==> src/rtl/muldiv_pkg.sv <==
// Shared types and constants for the HI/LO multiply/divide sequencer.
package muldiv_pkg;

    localparam int WIDTH = 32;
    localparam int ITER  = WIDTH;
    localparam int CNT_W = 6;

    typedef enum logic [1:0] {
        IDLE,
        MULT_RUN,
        DIV_RUN,
        FINISH
    } stateT;

    function automatic logic [WIDTH-1:0] absVal(input logic [WIDTH-1:0] v);
        // 0x80000000 maps to itself, which read as unsigned is the true magnitude
        return v[WIDTH-1] ? -v : v;
    endfunction

endpackage

==> src/rtl/muldiv_if.sv <==
// Control-unit <-> multiply/divide sequencer bus. Carries abort only when MULDIV_ABORT_EN is defined.
interface muldiv_if;

    logic                          mult_start;
    logic                          div_start;
    logic [muldiv_pkg::WIDTH-1:0]  op_a;
    logic [muldiv_pkg::WIDTH-1:0]  op_b;
    logic                          busy;
    logic                          done;
    logic                          div_zero;
    logic [muldiv_pkg::WIDTH-1:0]  hi_out;
    logic [muldiv_pkg::WIDTH-1:0]  lo_out;
`ifdef MULDIV_ABORT_EN
    logic                          abort;

    modport master (
        output mult_start, div_start, op_a, op_b, abort,
        input  busy, done, div_zero, hi_out, lo_out
    );
    modport slave (
        input  mult_start, div_start, op_a, op_b, abort,
        output busy, done, div_zero, hi_out, lo_out
    );
`else
    modport master (
        output mult_start, div_start, op_a, op_b,
        input  busy, done, div_zero, hi_out, lo_out
    );
    modport slave (
        input  mult_start, div_start, op_a, op_b,
        output busy, done, div_zero, hi_out, lo_out
    );
`endif

endinterface

==> src/rtl/muldiv_step.sv <==
// One iteration of the datapath: a radix-2 Booth step or one restoring-divide quotient bit.
module muldiv_step
    import muldiv_pkg::*;
(
    input  logic             isDiv,
    input  logic [WIDTH:0]   accIn,
    input  logic [WIDTH-1:0] lowIn,
    input  logic             qm1In,
    input  logic [WIDTH-1:0] operand,
    output logic [WIDTH:0]   accOut,
    output logic [WIDTH-1:0] lowOut,
    output logic             qm1Out
);

    logic [WIDTH:0]   mExt;
    logic [WIDTH:0]   boothSum;
    logic [WIDTH:0]   shifted;
    logic [WIDTH+1:0] trial;

    always_comb begin
        // Guard bit on the accumulator keeps a -2^(WIDTH-1) multiplicand exact
        mExt = {operand[WIDTH-1], operand};
        case ({lowIn[0], qm1In})
            2'b01:   boothSum = accIn + mExt;
            2'b10:   boothSum = accIn - mExt;
            default: boothSum = accIn;
        endcase

        // Divide: acc is the partial remainder, low shifts dividend out and quotient in
        shifted = {accIn[WIDTH-1:0], lowIn[WIDTH-1]};
        trial   = {1'b0, shifted} - {2'b00, operand};

        if (isDiv) begin
            accOut = trial[WIDTH+1] ? shifted : trial[WIDTH:0];
            lowOut = {lowIn[WIDTH-2:0], ~trial[WIDTH+1]};
            qm1Out = 1'b0;
        end else begin
            accOut = {boothSum[WIDTH], boothSum[WIDTH:1]};
            lowOut = {boothSum[0], lowIn[WIDTH-1:1]};
            qm1Out = lowIn[0];
        end
    end

endmodule

==> src/rtl/muldiv_sequencer.sv <==
// Multi-cycle signed multiply/divide controller writing HI/LO for the multicycle MIPS core.
// Optional MULDIV_ABORT_EN adds an abort input that cancels a running operation.
module muldiv_sequencer
    import muldiv_pkg::*;
(
    input  logic     clock,
    input  logic     reset,
    muldiv_if.slave  bus
);

    stateT            state;
    logic [CNT_W-1:0] cnt;
    logic [WIDTH:0]   acc;
    logic [WIDTH-1:0] low;
    logic [WIDTH-1:0] operand;
    logic             qm1;
    logic             divOp;
    logic             negQuo;
    logic             negRem;
    logic             zeroDiv;
    logic             busyQ;
    logic             doneQ;
    logic             divZeroQ;
    logic [WIDTH-1:0] hiQ;
    logic [WIDTH-1:0] loQ;

    logic [WIDTH:0]   stepAcc;
    logic [WIDTH-1:0] stepLow;
    logic             stepQm1;
    logic [WIDTH-1:0] remMag;

    assign remMag = acc[WIDTH-1:0];

    muldiv_step uStep (
        .isDiv   (state == DIV_RUN),
        .accIn   (acc),
        .lowIn   (low),
        .qm1In   (qm1),
        .operand (operand),
        .accOut  (stepAcc),
        .lowOut  (stepLow),
        .qm1Out  (stepQm1)
    );

    always_ff @(posedge clock or negedge reset) begin
        if (!reset) begin
            state    <= IDLE;
            cnt      <= '0;
            acc      <= '0;
            low      <= '0;
            operand  <= '0;
            qm1      <= 1'b0;
            divOp    <= 1'b0;
            negQuo   <= 1'b0;
            negRem   <= 1'b0;
            zeroDiv  <= 1'b0;
            busyQ    <= 1'b0;
            doneQ    <= 1'b0;
            divZeroQ <= 1'b0;
            hiQ      <= '0;
            loQ      <= '0;
        end else begin
            doneQ    <= 1'b0;
            divZeroQ <= 1'b0;
            case (state)
                IDLE: begin
                    cnt <= '0;
                    if (bus.mult_start) begin
                        state   <= MULT_RUN;
                        busyQ   <= 1'b1;
                        divOp   <= 1'b0;
                        zeroDiv <= 1'b0;
                        acc     <= '0;
                        low     <= bus.op_b;
                        qm1     <= 1'b0;
                        operand <= bus.op_a;
                    end else if (bus.div_start) begin
                        busyQ   <= 1'b1;
                        divOp   <= 1'b1;
                        negQuo  <= bus.op_a[WIDTH-1] ^ bus.op_b[WIDTH-1];
                        negRem  <= bus.op_a[WIDTH-1];
                        acc     <= '0;
                        low     <= absVal(bus.op_a);
                        qm1     <= 1'b0;
                        operand <= absVal(bus.op_b);
                        if (bus.op_b == '0) begin
                            state   <= FINISH;
                            zeroDiv <= 1'b1;
                        end else begin
                            state   <= DIV_RUN;
                            zeroDiv <= 1'b0;
                        end
                    end
                end
                MULT_RUN, DIV_RUN: begin
                    acc <= stepAcc;
                    low <= stepLow;
                    qm1 <= stepQm1;
                    if (cnt == CNT_W'(ITER - 1)) begin
                        cnt   <= '0;
                        state <= FINISH;
                    end else begin
                        cnt <= cnt + 1'b1;
                    end
`ifdef MULDIV_ABORT_EN
                    if (bus.abort) begin
                        state <= IDLE;
                        busyQ <= 1'b0;
                        cnt   <= '0;
                    end
`endif
                end
                FINISH: begin
                    state    <= IDLE;
                    busyQ    <= 1'b0;
                    doneQ    <= 1'b1;
                    divZeroQ <= zeroDiv;
                    // HI/LO are held across a zero-divide
                    if (!zeroDiv) begin
                        if (divOp) begin
                            hiQ <= negRem ? -remMag : remMag;
                            loQ <= negQuo ? -low : low;
                        end else begin
                            hiQ <= remMag;
                            loQ <= low;
                        end
                    end
                end
                default: state <= IDLE;
            endcase
        end
    end

    assign bus.busy     = busyQ;
    assign bus.done     = doneQ;
    assign bus.div_zero = divZeroQ;
    assign bus.hi_out   = hiQ;
    assign bus.lo_out   = loQ;

endmodule

==> src/flat_wrapper.sv <==
// flat-port wrapper written by rule: the top's interface ports become plain ports
module muldiv_sequencer_flat import muldiv_pkg::*;
  (clock, reset, bus_mult_start, bus_div_start, bus_op_a, bus_op_b, bus_busy, bus_done, bus_div_zero, bus_hi_out, bus_lo_out);
  muldiv_if bus_i ();
  input  logic clock;
  input  logic reset;
  input wire logic [$bits(bus_i.mult_start)-1:0] bus_mult_start;
  input wire logic [$bits(bus_i.div_start)-1:0] bus_div_start;
  input wire logic [$bits(bus_i.op_a)-1:0] bus_op_a;
  input wire logic [$bits(bus_i.op_b)-1:0] bus_op_b;
  output wire logic [$bits(bus_i.busy)-1:0] bus_busy;
  output wire logic [$bits(bus_i.done)-1:0] bus_done;
  output wire logic [$bits(bus_i.div_zero)-1:0] bus_div_zero;
  output wire logic [$bits(bus_i.hi_out)-1:0] bus_hi_out;
  output wire logic [$bits(bus_i.lo_out)-1:0] bus_lo_out;
  assign bus_i.mult_start = bus_mult_start;
  assign bus_i.div_start = bus_div_start;
  assign bus_i.op_a = bus_op_a;
  assign bus_i.op_b = bus_op_b;
  assign bus_busy = bus_i.busy;
  assign bus_done = bus_i.done;
  assign bus_div_zero = bus_i.div_zero;
  assign bus_hi_out = bus_i.hi_out;
  assign bus_lo_out = bus_i.lo_out;
  muldiv_sequencer u_core (.clock(clock), .reset(reset), .bus(bus_i));
endmodule
==> config.mk <==
export PLATFORM = sky130hd
export DESIGN_NAME = muldiv_sequencer_flat
export DESIGN_NICKNAME = d
export VERILOG_FILES = /design/src/rtl/muldiv_pkg.sv /design/src/rtl/muldiv_if.sv /design/src/rtl/muldiv_step.sv /design/src/rtl/muldiv_sequencer.sv /design/src/flat_wrapper.sv
export SDC_FILE = /design/constraint.sdc
export NUM_CORES = 1
export LEC_CHECK = 0
export CAP_MARGIN = 20
export CORE_MARGIN = 8
export CORE_UTILIZATION = 30
export DETAILED_ROUTE_END_ITERATION = 7
export SYNTH_ARGS = -nofsm -noshare
export SYNTH_HDL_FRONTEND = slang
export SYNTH_SLANG_ARGS = --single-unit
==> constraint.sdc <==
create_clock -name clock -period 5.8 [get_ports clock]
set_input_delay 1.45 -clock clock [delete_from_list [all_inputs] [get_ports clock]]
set_output_delay 1.45 -clock clock [all_outputs]
set_load 0.01 [all_outputs]
==> results.json, run 1 <==
{
  "grt_pass1_vias": 14259,
  "die_area_sq_mm": 0.0581,
  "r2r_start": "u_core.operand[2]$_DFFE_PN0P_",
  "outcome": "completed",
  "crit_family": "simple AND/OR/NAND/NOR gates",
  "timing.critical_path.buf_inv": 1,
  "tightestPinTransition_ns": 1.04,
  "synth_nets": 2104,
  "slowest_delay_ns": 0.62,
  "synth_ff_type": "dfrtp_1",
  "synth-adder-area-share": 0.0644,
  "placed_cell_area_sq_mm": 0.0172,
  "yosys-top-cells-count": "nand2_1, o21ai_0, a21oi_1, dfrtp_1, xnor2_1",
  "cts_root_buffer": "clkbuf_16",
  "hold_viol_final": 0,
  "maxCapViolCount": 0,
  "leakagePower_nw": 7.32,
  "antenna_left": 0,
  "clock_latency_ns": 0.47,
  "clkTransAtPathRegs_ns": 0.07,
  "tritoncts": "yes",
  "synth_area_leaders": "dfrtp_1, xnor2_1, o21ai_0, nand2_1, ha_1",
  "synth_compound_area_frac": 0.278,
  "slew_violations": 0,
  "fin_tns_setup_ns": 0,
  "cp_num_cells": 19,
  "path_common_cell": "o21ai_0",
  "rsz0062_at_grt": "no",
  "num_rows": 82,
  "crit_end": "u_core.acc[31]$_DFFE_PN0P_",
  "syn_area_sq_mm": 0.0152,
  "synth_edf_count": 0,
  "synthMuxAreaShare": 0.0330,
  "netlist.area_leader.share": 0.291,
  "preCtsSetupSlack_ns": 0.556,
  "gp_congestion": 0.910,
  "grt_use_total": 0.184,
  "ff_latch_area_sq_mm": 0.00443,
  "cp_slowest_cell": "or4_1",
  "setup_slack_ns": 0.672,
  "antenna_found_initial": 2,
  "fp.dieH_um": 241,
  "slew_headroom": 0.306,
  "fin_skew_ns": 0.0142,
  "grt_pass1_wl_um": 84100,
  "postSynth.asyncResetShare": 1.00,
  "min_period_ns": 5.13,
  "drtIter0Drc": 1342,
  "areaGrowthSynthToFinish_pct": 17.2,
  "dp.final_hpwl_um": 41500,
  "start_util": 0.304,
  "drt-vias-per-instance": 5.56,
  "powerDensity_mw_per_mm2": 666,
  "period_share": 0.884,
  "multi_input_area_sq_mm": 0.0100,
  "critical_path_class": "register to register",
  "cts_buffers": 17,
  "timing.fmax_mhz": 195,
  "fillers": 5299,
  "cp.arrival_ns": 5.47,
  "fin_cells": 2705,
  "yosysTopAreaCell": "dfrtp_1",
  "ys_types": 71,
  "synth.most_common_cell": "nand2_1",
  "worst_ep_required_time_ns": 6.14,
  "reg2reg_slack_ns": 0.67,
  "seq_area_frac_synth": 0.291,
  "synth-simple-area-share": 0.169,
  "fin_nets": 2166,
  "ir_drop_mv": 0.291,
  "post-cts-setup-buffers": 0,
  "setup-violations-final": 0,
  "grt_max_degree": 129,
  "antenna_cells": 0,
  "num_vias": 15042,
  "placed_cells": 2672,
  "port_buffers": 134,
  "cp-end-kind": "register",
  "cts.htree.levels": 4,
  "routedWlPerCell_um": 20.2,
  "core_area_sq_mm": 0.0501,
  "startpoint_type": "register",
  "drive_gt1_frac": 0.0457,
  "final_area_sq_mm": 0.0178,
  "cts_num_sinks": 177,
  "firstDrtPassIters": 5,
  "synth_warnings": 0,
  "cp_max_fo": 6,
  "ys_ff_latch": 177,
  "r2r_end": "u_core.acc[31]$_DFFE_PN0P_",
  "crit_chain": "or4_1, nor4_2, nand4_1, nor4_1, buf_4, a21o_1, o21ai_0, xnor2_1, ha_1, a21oi_1, o21ai_0, or2_2, nor4b_1, nor2_1, a311o_1, xnor2_1, nor3_1, nor3_1, o21ai_0",
  "synth_xor_xnor_area_share": 0.115,
  "remaining_drc_errors": 0,
  "synth_top_family_by_area": "compound AO/OA/AOI/OAI gates",
  "r2r.worst_path.cells": 19,
  "routed_wl_um": 54600,
  "overflow": 0,
  "crit_start": "u_core.operand[2]$_DFFE_PN0P_",
  "synth.avg_cell_area_sq_um": 7.76,
  "synthCells": 1959,
  "hp-class": "register to register",
  "clockBufferDepth": 2,
  "die_width_um": 241,
  "ioPinCount": 135
}
==> routing by layer <==
metal	global-route usage	wire length [um]	vias to the layer above
li1	-	-	7198
met5	0	0	-
met4	0.0566	1140	0
met2	0.296	25200	509
met1	0.256	25200	7262
met3	0.0225	3080	73
==> where the power goes <==
group | switching [W] | internal [W]
clock | 0.000565 | 0.000687
combinational | 0.00485 | 0.00324
sequential | 0.000753 | 0.00178
total | 0.00616 | 0.00570
==> logic make-up (layout without fill, tap and decap cells) <==
logic type | count (synthesis) | after routing
adders and majority gates | 77 | 77
DFF | 177 | 177
and+or+nand+nor | 569 | 569
muxes | 49 | 49
buffers and inverters | 200 | 274
xor gates and xnor gates | 199 | 199
AOI/OAI and AO/OA | 688 | 688
==> per-stage QoR <==
stage / power (W) / utilization / hold WS, ns
after global routing: 0.0129 / 0.356 / 0.503
after CTS: 0.0118 / 0.355 / 0.483
after detailed placement: 0.0105 / 0.343 / 0.469
after global placement: 0.0104 / 0.343 / 0.461
final: 0.0119 / 0.356 / 0.475
after floorplan: 0.00804 / - / 0.443
==> repair_timing <==
action,in CTS,in global routing
hold buffers,0,0
gates resized for setup,0,1
setup endpoints to repair,0,2
==> layout make-up <==
type | instances | share of cell area
flip-flops and latches | 177 | 0.249
repair buffers | 166 | 0.0906
well taps | 672 | 0.0472
clock inverters | 12 | 0.00962
clock buffers | 19 | 0.0243
inverters | 77 | 0.0162
multi-input cells | 1582 | 0.564
==> layout by cell type (no fill, tap or decap), types with 6 or more instances in the layout <==
| cell type | instances |
|---|---|
| or4_1 | 10 |
| o21bai_1 | 6 |
| o31ai_1 | 33 |
| nand4_1 | 15 |
| inv_1 | 72 |
| mux2i_1 | 40 |
| clkdlybuf4s50_1 | 132 |
| a31oi_1 | 23 |
| xor2_1 | 72 |
| o21ai_0 | 207 |
| clkbuf_16 | 17 |
| a32o_1 | 17 |
| nor2_1 | 120 |
| a211oi_1 | 16 |
| a21o_1 | 42 |
| nor3_1 | 36 |
| dfrtp_1 | 177 |
| a21oi_1 | 177 |
| nand2b_1 | 16 |
| nor2b_1 | 11 |
| and2_1 | 10 |
| nand2_1 | 262 |
| a41oi_1 | 8 |
| mux2_2 | 9 |
| or3_1 | 8 |
| or2_2 | 8 |
| nand3_1 | 26 |
| ha_1 | 74 |
| buf_4 | 29 |
| and3_1 | 13 |
| xnor2_1 | 127 |
| a22o_1 | 6 |
| o21a_1 | 8 |
| nor4_1 | 16 |
| o22ai_1 | 64 |
| o211ai_1 | 33 |
| o41ai_1 | 14 |
==> state kept, by name (all words and copies together), names as in the netlist, 2 cells and up <==
signal and cells:
u_core.operand 32, u_core.state 2, u_core.bus.hi_out 32, u_core.cnt 6, u_core.low 32, u_core.acc 33, u_core.bus.lo_out 32
==> worst min path at each step <==
stage / from / endpoint / slack, ns / cells past startpoint
floorplan: u_core.qm1$_DFFE_PN0P_ / u_core.qm1$_DFFE_PN0P_ / 0.44 / 2
global placement: u_core.bus.hi_out[7]$_DFFE_PN0P_ / u_core.bus.hi_out[7]$_DFFE_PN0P_ / 0.46 / 2
detailed placement: u_core.bus.hi_out[29]$_DFFE_PN0P_ / u_core.bus.hi_out[29]$_DFFE_PN0P_ / 0.47 / 2
CTS: u_core.bus.hi_out[29]$_DFFE_PN0P_ / u_core.bus.hi_out[29]$_DFFE_PN0P_ / 0.48 / 2
global route: u_core.bus.hi_out[4]$_DFFE_PN0P_ / u_core.bus.hi_out[4]$_DFFE_PN0P_ / 0.50 / 2
finish: u_core.bus.hi_out[29]$_DFFE_PN0P_ / u_core.bus.hi_out[29]$_DFFE_PN0P_ / 0.48 / 2
==> worst register-to-register path, cell delays in order (launching register included) <==
cell and delay, ns:
dfrtp_1 0.43, or4_1 0.62, nor4_2 0.27, nand4_1 0.23, nor4_1 0.22, buf_4 0.19, a21o_1 0.13, o21ai_0 0.11
xnor2_1 0.15, ha_1 0.35, a21oi_1 0.26, o21ai_0 0.18, or2_2 0.33, nor4b_1 0.43, nor2_1 0.16, a311o_1 0.31
xnor2_1 0.21, nor3_1 0.07, nor3_1 0.25, o21ai_0 0.12
Note: power is estimated with default switching activity, not from simulation.
==> run 2, diff against run 1 <==
- ABC_CLOCK_PERIOD_IN_PS: default -> 5800
- PLACE_DENSITY: default -> 0.57
==> run 2 against run 1 <==
Effect of this change: global-route usage down 0.22 points; die area unchanged; clock skew up 0.0058 ns; setup slack worse by 0.035 ns; register-to-register slack worse by 0.04 ns; cell count about the same; critical path type unchanged; critical endpoint is now u_core.acc[32]$_DFFE_PN0P_; largest power group unchanged; highest routed layer unchanged.
==> results.json, run 2 (synthesized netlist as in run 1, its figures left out) <==
{
  "firstDrtPassIters": 5,
  "hold_start": "u_core.bus.hi_out[26]$_DFFE_PN0P_",
  "slew_violations": 0,
  "cp_max_fo": 6,
  "cts-resized-gates": 0,
  "num_rows": 82,
  "top_register": "u_core.acc",
  "timing.fmax_mhz": 194,
  "placed_cell_area_sq_mm": 0.0172,
  "ioPinCount": 135,
  "maxCapViolCount": 0,
  "areaGrowthSynthToFinish_pct": 17.2,
  "r2r_start": "u_core.operand[2]$_DFFE_PN0P_",
  "fp.dieH_um": 241,
  "grt_max_degree": 129,
  "drtIter0Drc": 1429,
  "hp-class": "register to register",
  "mostFrequentLayoutCells": "nand2_1, o21ai_0, a21oi_1, dfrtp_1, clkdlybuf4s50_1",
  "cp-end-kind": "register",
  "largest_reg_flops": 33,
  "routed_wl_um": 53200,
  "die_area_sq_mm": 0.0581,
  "post-cts-setup-buffers": 0,
  "min_period_ns": 5.16,
  "cts_hold_buf": 0,
  "hold_viol_final": 0,
  "critical_path_class": "register to register",
  "period_share": 0.890,
  "routedWlPerCell_um": 19.7,
  "num_vias": 14948,
  "setup-violations-final": 0,
  "r2r_end": "u_core.acc[32]$_DFFE_PN0P_",
  "grt_use_total": 0.182,
  "rsz0062_at_grt": "no",
  "clock_latency_ns": 0.48,
  "powerDensity_mw_per_mm2": 661,
  "leakagePower_nw": 7.31,
  "antenna_found_initial": 1,
  "cts.htree.levels": 4,
  "tightestPinTransition_ns": 1.04,
  "fin_nets": 2164,
  "drt-vias-per-instance": 5.53,
  "clockBufferDepth": 2,
  "antenna_cells": 0,
  "final_area_sq_mm": 0.0178,
  "reg2reg_slack_ns": 0.64,
  "tritoncts": "yes",
  "grt_pass1_wl_um": 83300,
  "min_to": "u_core.bus.hi_out[26]$_DFFE_PN0P_",
  "fin_tns_setup_ns": 0,
  "startpoint_type": "register",
  "final_common_cell": "nand2_1",
  "overflow": 0,
  "ir_drop_mv": 0.327,
  "dp.final_hpwl_um": 40600,
  "port_buffers": 134,
  "clkTransAtPathRegs_ns": 0.08,
  "fin_skew_ns": 0.0200,
  "remaining_drc_errors": 0,
  "core_area_sq_mm": 0.0501,
  "outcome": "completed",
  "grt_pass1_vias": 14509,
  "cts_buffers": 17,
  "worst_ep_required_time_ns": 6.12,
  "whs_path_depth": 2,
  "antenna_left": 0,
  "r2r.worst_path.cells": 19,
  "die_width_um": 241,
  "start_util": 0.304,
  "cts_root_buffer": "clkbuf_16",
  "cts_num_sinks": 177,
  "cp.arrival_ns": 5.49,
  "slew_headroom": 0.308,
  "gp_congestion": 0.922,
  "drive_gt1_frac": 0.0468
}
[run 2: changes by cell type in the layout (fill, tap and decap cells not counted), sizes merged]
cell      change
buf           -2
bufinv        -1
clkinv        +2
clkinvlp      +1
inv           -1
[run 2: routing by layer]
| metal | wire, um | GRT usage | up-vias |
|---|---|---|---|
| met5 | 0 | 0 | - |
| met4 | 1580 | 0.0676 | 0 |
| met3 | 2920 | 0.0328 | 87 |
| met2 | 23900 | 0.289 | 454 |
| met1 | 24800 | 0.245 | 7199 |
| li1 | - | - | 7208 |
[run 2: worst max-delay path, cell delays in order (launching register included)]
cell,delay (ns)
dfrtp_1,0.43
or4_1,0.60
nor4_2,0.27
nand4_1,0.21
nor4_1,0.22
buf_4,0.18
a21o_1,0.23
o21ai_0,0.15
xnor2_1,0.15
ha_1,0.35
a21oi_1,0.26
o21ai_0,0.17
or2_2,0.34
nor4b_2,0.28
nor2_1,0.17
a311o_1,0.30
xnor2_1,0.25
nor3_1,0.07
nor3_1,0.27
o31ai_1,0.11
[run 2: worst max path at each step]
| stage | cells past startpoint | to | slack (ns) | from |
|---|---|---|---|---|
| global placement | 19 | u_core.acc[31]$_DFFE_PN0P_ | 0.58 | u_core.operand[2]$_DFFE_PN0P_ |
| CTS | 19 | u_core.acc[32]$_DFFE_PN0P_ | 0.39 | u_core.operand[2]$_DFFE_PN0P_ |
| finish | 19 | u_core.acc[32]$_DFFE_PN0P_ | 0.64 | u_core.operand[2]$_DFFE_PN0P_ |
| global route | 19 | u_core.acc[31]$_DFFE_PN0P_ | 0.13 | u_core.operand[2]$_DFFE_PN0P_ |
| detailed placement | 19 | u_core.acc[32]$_DFFE_PN0P_ | 0.42 | u_core.operand[2]$_DFFE_PN0P_ |
| floorplan | 18 | u_core.acc[31]$_DFFE_PN0P_ | 1.18 | u_core.operand[2]$_DFFE_PN0P_ |
[run 2: stage by stage]
step | worst slack, ns | hold WS (ns) | power [W] | instances | utilization
2_1_floorplan | 1.18 | 0.443 | 0.00804 | 1959 | -
3_3_place_gp | 0.582 | 0.462 | 0.0103 | 2671 | 0.343
3_5_place_dp | 0.424 | 0.470 | 0.0104 | 2671 | 0.343
4_1_cts | 0.387 | 0.485 | 0.0117 | 2703 | 0.355
5_1_grt | 0.131 | 0.504 | 0.0128 | 2704 | 0.356
6_report | 0.637 | 0.477 | 0.0118 | 2704 | 0.356
[run 2: area by class of cell]
class | count | area, sq um
clock buffer | 19 | 453
tap | 672 | 841
clock inverter | 13 | 149
fill | 5266 | 32300
sequential | 177 | 4430
timing repair buffer | 164 | 1600
inverter | 77 | 289
multi-input combinational | 1582 | 10100
[run 2: power by group]
| part | switching (W) | leakage, nW | internal, W |
|---|---|---|---|
| sequential | 0.000733 | 2.23 | 0.00178 |
| clock | 0.000575 | 0.289 | 0.000664 |
| combinational | 0.00477 | 4.78 | 0.00325 |
| total | 0.00608 | 7.31 | 0.00569 |
